<file path="src/rtl/seq_restoring_divider.sv">
// ============================================================================
// Module      : seq_restoring_divider
// Description : Sequential unsigned restoring divider, one quotient bit per
//               clock. Computes Q = A / B and R = A % B behind a start/done
//               handshake. Each iteration performs a trial subtract
//               (P + ~B + 1) and restores the partial remainder on borrow.
//               A zero divisor short-circuits to DONE with Q = all ones,
//               R = A and div_by_zero set.
// Revision    : 1.0 - initial release
// ============================================================================
`default_nettype none

module seq_restoring_divider #(
  parameter int WIDTH = 4
) (
  input  logic             clk,
  input  logic             rst,
  input  logic             start,
  input  logic [WIDTH-1:0] A,
  input  logic [WIDTH-1:0] B,
  output logic [WIDTH-1:0] Q,
  output logic [WIDTH-1:0] R,
  output logic             busy,
  output logic             done,
  output logic             div_by_zero
);

  // Iteration counter only needs to reach WIDTH-1
  localparam int CNT_W = (WIDTH > 1) ? $clog2(WIDTH) : 1;
  localparam logic [CNT_W-1:0] c_CNT_LAST = CNT_W'(WIDTH - 1);

  typedef enum logic [1:0] {
    S_IDLE = 2'd0,
    S_RUN  = 2'd1,
    S_DONE = 2'd2
  } state_t;

  state_t           r_state;
  // Dividend shifts out MSB-first while quotient bits shift in at the LSB
  logic [WIDTH-1:0] r_div;
  logic [WIDTH-1:0] r_b;
  // Partial remainder is one bit wider so the trial subtract's sign is visible
  logic [WIDTH:0]   r_p;
  logic [CNT_W-1:0] r_cnt;

  logic [WIDTH:0]   w_p_shift;
  logic [WIDTH:0]   w_trial;
  logic             w_q_bit;
  logic [WIDTH:0]   w_p_next;
  logic [WIDTH-1:0] w_div_next;

  // One restoring-division step: shift in next dividend bit, trial subtract, restore on borrow
  always_comb begin
    w_p_shift  = {r_p[WIDTH-1:0], r_div[WIDTH-1]};
    w_trial    = w_p_shift + ~{1'b0, r_b} + {{WIDTH{1'b0}}, 1'b1};
    w_q_bit    = ~w_trial[WIDTH];
    w_p_next   = w_q_bit ? w_trial : w_p_shift;
    w_div_next = {r_div[WIDTH-2:0], w_q_bit};
  end

  // Control FSM and datapath registers; all outputs registered
  always_ff @(posedge clk or posedge rst) begin
    if (rst) begin
      r_state     <= S_IDLE;
      r_div       <= '0;
      r_b         <= '0;
      r_p         <= '0;
      r_cnt       <= '0;
      Q           <= '0;
      R           <= '0;
      busy        <= 1'b0;
      done        <= 1'b0;
      div_by_zero <= 1'b0;
    end else begin
      // done is a pulse unless re-asserted below
      done <= 1'b0;
      case (r_state)
        S_IDLE, S_DONE: begin
          busy <= 1'b0;
          if (start) begin
            r_div <= A;
            r_b   <= B;
            r_p   <= '0;
            r_cnt <= c_CNT_LAST;
            if (B == '0) begin
              // Zero divisor: no iterations, report immediately
              Q           <= {WIDTH{1'b1}};
              R           <= A;
              div_by_zero <= 1'b1;
              done        <= 1'b1;
              r_state     <= S_DONE;
            end else begin
              busy    <= 1'b1;
              r_state <= S_RUN;
            end
          end else begin
            r_state <= S_IDLE;
          end
        end

        S_RUN: begin
          r_p   <= w_p_next;
          r_div <= w_div_next;
          if (r_cnt == '0) begin
            Q           <= w_div_next;
            R           <= w_p_next[WIDTH-1:0];
            div_by_zero <= 1'b0;
            busy        <= 1'b0;
            done        <= 1'b1;
            r_state     <= S_DONE;
          end else begin
            r_cnt <= r_cnt - 1'b1;
            busy  <= 1'b1;
          end
        end

        default: begin
          busy    <= 1'b0;
          r_state <= S_IDLE;
        end
      endcase
    end
  end

endmodule

`default_nettype wire

</file>
<file path="config.mk">
export PLATFORM = sky130hd
export DESIGN_NAME = seq_restoring_divider
export DESIGN_NICKNAME = d
export VERILOG_FILES = /design/src/rtl/seq_restoring_divider.sv
export SDC_FILE = /design/constraint.sdc
export NUM_CORES = 1
export LEC_CHECK = 0
export ABC_AREA = 1
export BUFFER_PORTS_ARGS = -buffer_cell sky130_fd_sc_hd__buf_2
export CORE_UTILIZATION = 55
export CTS_BUF_LIST = sky130_fd_sc_hd__clkbuf_4 sky130_fd_sc_hd__clkbuf_8 sky130_fd_sc_hd__clkbuf_16
export DETAILED_ROUTE_END_ITERATION = 10
export PLACE_DENSITY_LB_ADDON = 0.15
export SYNTH_ARGS = -nofsm -noshare
export SYNTH_HDL_FRONTEND = slang
export SYNTH_SLANG_ARGS = --single-unit
export TNS_END_PERCENT = 20
</file>
<file path="constraint.sdc">
create_clock -name clk -period 5.8 [get_ports clk]
set_clock_uncertainty 0.2 [all_clocks]
set_input_delay 1.16 -clock clk [delete_from_list [all_inputs] [get_ports clk]]
set_output_delay 1.16 -clock clk [all_outputs]
set_load 0.005 [all_outputs]
</file>
==> results.sh <==
export IMPL_ys_dominant_reg_cell="dfrtp_1"
export IMPL_slowest_delay_ns=0.42
export IMPL_cpMaxStageDelayCell="dfrtp_1"
export IMPL_grt_overflow_total=0
export IMPL_syn_nets=182
export IMPL_status="finished, final reports clean"
export IMPL_totalWireLength_mm=2.711
export IMPL_start_util=0.5754
export IMPL_dr_first_iter_drc_count=41
export IMPL_stdcell_count=217
export IMPL_cpLargestDelayFamily="flip-flops"
export IMPL_antenna_diode_count=0
export IMPL_numCtsBuffers=3
export IMPL_syn_area_um2=1413
export IMPL_post_cts_buffers=0
export IMPL_routedWlPerCell_um=12.49
export IMPL_worstPathCellList="buf_2"
export IMPL_setup_tns_ns=0
export IMPL_grt_pass1_vias=1085
export IMPL_crit_type="register to primary output"
export IMPL_io_pin_count=22
export IMPL_period_share=0.3847
export IMPL_ys_seq_area_frac=0.4783
export IMPL_rsz0062_at_grt="false"
export IMPL_nFillCells=208
export IMPL_vias=1132
export IMPL_die_y_um=52.68
export IMPL_hpwl_mm=2.084
export IMPL_cp_data_required_time_ns=4.44
export IMPL_gp_congestion=0.9484
export IMPL_synth_top_area_share=0.4783
export IMPL_ys_top_cells_by_area="dfrtp_1 (48%), nand3_1 (7.1%), nand2_1 (6.9%)"
export IMPL_final_hold_viol_count=0
export IMPL_startpoint_type="register"
export IMPL_critPathBufInv=1
export IMPL_end_kind="primary output"
export IMPL_via_per_inst=5.217
export IMPL_drive_gt1_frac=0.2086
export IMPL_min_period_ns=2.231
export IMPL_worstSkewPairLatency_ns=0.32
export IMPL_p_per_area_nw_per_um2=583.8
export IMPL_route_detailed_drc=0
export IMPL_fmax_mhz=448.2
export IMPL_ctsHoldBuffers=0
export IMPL_p_leak_nw=0.8322
export IMPL_syn_to_final_growth_pct=10.36
export IMPL_cts_root_buf="clkbuf_4"
export IMPL_worst_pin_slew_ns=0.9963
export IMPL_synth_common_cells="dfrtp_1 (27), nand2_1 (26), inv_1 (25)"
export IMPL_worstPathArrival_ns=0.87
export IMPL_fp_dieW_um=52.68
export IMPL_grt_max_degree=28
export IMPL_clk_pin_slew_worst_paths_ns=0.14
export IMPL_drv_cap=0
export IMPL_nets=205
export IMPL_maxSlewViolCount=0
export IMPL_synth_edf_count=0
export IMPL_ys_ff_latch=27
export IMPL_grt_pass1_wl_mm=4.547
export IMPL_synthCells=165
export IMPL_synth_area_leader_cell="dfrtp_1"
export IMPL_hold_class="register to register"
export IMPL_clock_sinks=27
export IMPL_cts_resized=0
export IMPL_yosysMostFrequentCell="dfrtp_1"
export IMPL_synth_cell_type_count=28
export IMPL_drt_pass1_iterations=4
export IMPL_ys_warn_count=0
export IMPL_async_flop_share=1.000
export IMPL_dieArea_um2=2775
export IMPL_clockBufferDepth=2
export IMPL_cts_tree="done"
export IMPL_htree_levels=1
export IMPL_grt_usage=0.2265
export IMPL_avgSynthCellArea_um2=8.561
export IMPL_postRouteAntennaNets=0
export IMPL_critPathMaxFanout=2
export IMPL_io_buffer_count=21
export IMPL_placed_cells=213
export IMPL_slew_headroom=0.3351
export IMPL_setup_viol=0
export IMPL_antenna_found_initial=0
export IMPL_row_count=18
export IMPL_core_um2=2455
export IMPL_peakVddDrop_v=0.0003385
final timing paths:
path                            slack (ns)              endpoint  depth (start not counted)            startpoint
worst max-delay path                  3.57                  R[2]                          1      R[2]$_DFFE_PP0P_
worst min register to register        0.29  r_div[2]$_DFFE_PP0P_                          2  r_div[2]$_DFFE_PP0P_
worst max register to register        3.57      R[0]$_DFFE_PP0P_                         12  r_div[3]$_DFFE_PP0P_
max in group asynchronous             3.95    r_b[0]$_DFFE_PP0P_                          2                   rst
worst min-delay path                  0.29  r_div[2]$_DFFE_PP0P_                          2  r_div[2]$_DFFE_PP0P_
min in group asynchronous             0.84  r_div[1]$_DFFE_PP0P_                          2                   rst
sequential cells by signal (all words and copies together) (netlist names):
| register | flops |
|---|---|
| r_state | 2 |
| done | 1 |
| R | 4 |
| r_p | 4 |
| r_div | 4 |
| r_b | 4 |
| busy | 1 |
| Q | 4 |
| div_by_zero | 1 |
| r_cnt | 2 |
power breakdown:
group	total, mW	switching [mW]	internal (mW)
Sequential	0.319	0.0429	0.276
Combinational	0.511	0.315	0.196
Clock	0.0805	0.0546	0.0259
Total	0.910	0.412	0.498
through the flow:
step | cell area (um2) | util | hold slack (ns) | setup slack, ns | power (mW)
after global routing | 1559 | 0.6351 | 0.3111 | 3.447 | 1.000
after detailed placement | 1531 | 0.6239 | 0.2608 | 3.357 | 0.8320
after global placement | 1531 | 0.6239 | 0.2616 | 3.433 | 0.8126
after CTS | 1559 | 0.6351 | 0.2933 | 3.560 | 0.9135
final | 1559 | 0.6351 | 0.2871 | 3.569 | 0.9102
after floorplan | 1413 | - | 0.2426 | 3.666 | 0.7107
routing by layer:
layer / global-route usage / vias up / wire length (um)
met2: 0.3840 / 19 / 1401
met4: 0.08333 / 0 / 19
met1: 0.2873 / 531 / 1212
li1: - / 580 / -
met3: 0.03768 / 2 / 78
met5: 0 / - / 0
final cells by class:
| type | instances | area (um2) | share of cell area |
|---|---|---|---|
| clock buffers | 3 | 22.52 | 0.01445 |
| clock inverters | 1 | 5.005 | 0.003210 |
| inverters | 27 | 103.9 | 0.06661 |
| multi-input cells | 108 | 609.3 | 0.3908 |
| flip-flops and latches | 27 | 675.6 | 0.4334 |
| well taps | 30 | 37.54 | 0.02408 |
| repair buffers | 21 | 105.1 | 0.06742 |
placed cells by master (no fill, tap or decap), types with 5 or more instances in the layout:
cell type,netlist,layout
dfrtp_1,27,27
nand2_1,26,26
inv_1,25,25
buf_2,1,21
nand3_1,20,20
nor2_1,19,19
a21oi_1,15,15
ha_1,5,5
cell families (layout without fill, tap and decap cells):
kind of cell / count (synthesis) / count (layout) / synth area share
xor+xnor: 1 / 1 / 0.006201
fa+ha+maj: 6 / 6 / 0.05846
flops: 27 / 27 / 0.4783
compound gates: 25 / 25 / 0.1045
mux: 1 / 1 / 0.007971
simple gates: 75 / 75 / 0.2542
buf+inv: 30 / 52 / 0.09034
No activity file was read; power rests on OpenSTA's default activity.
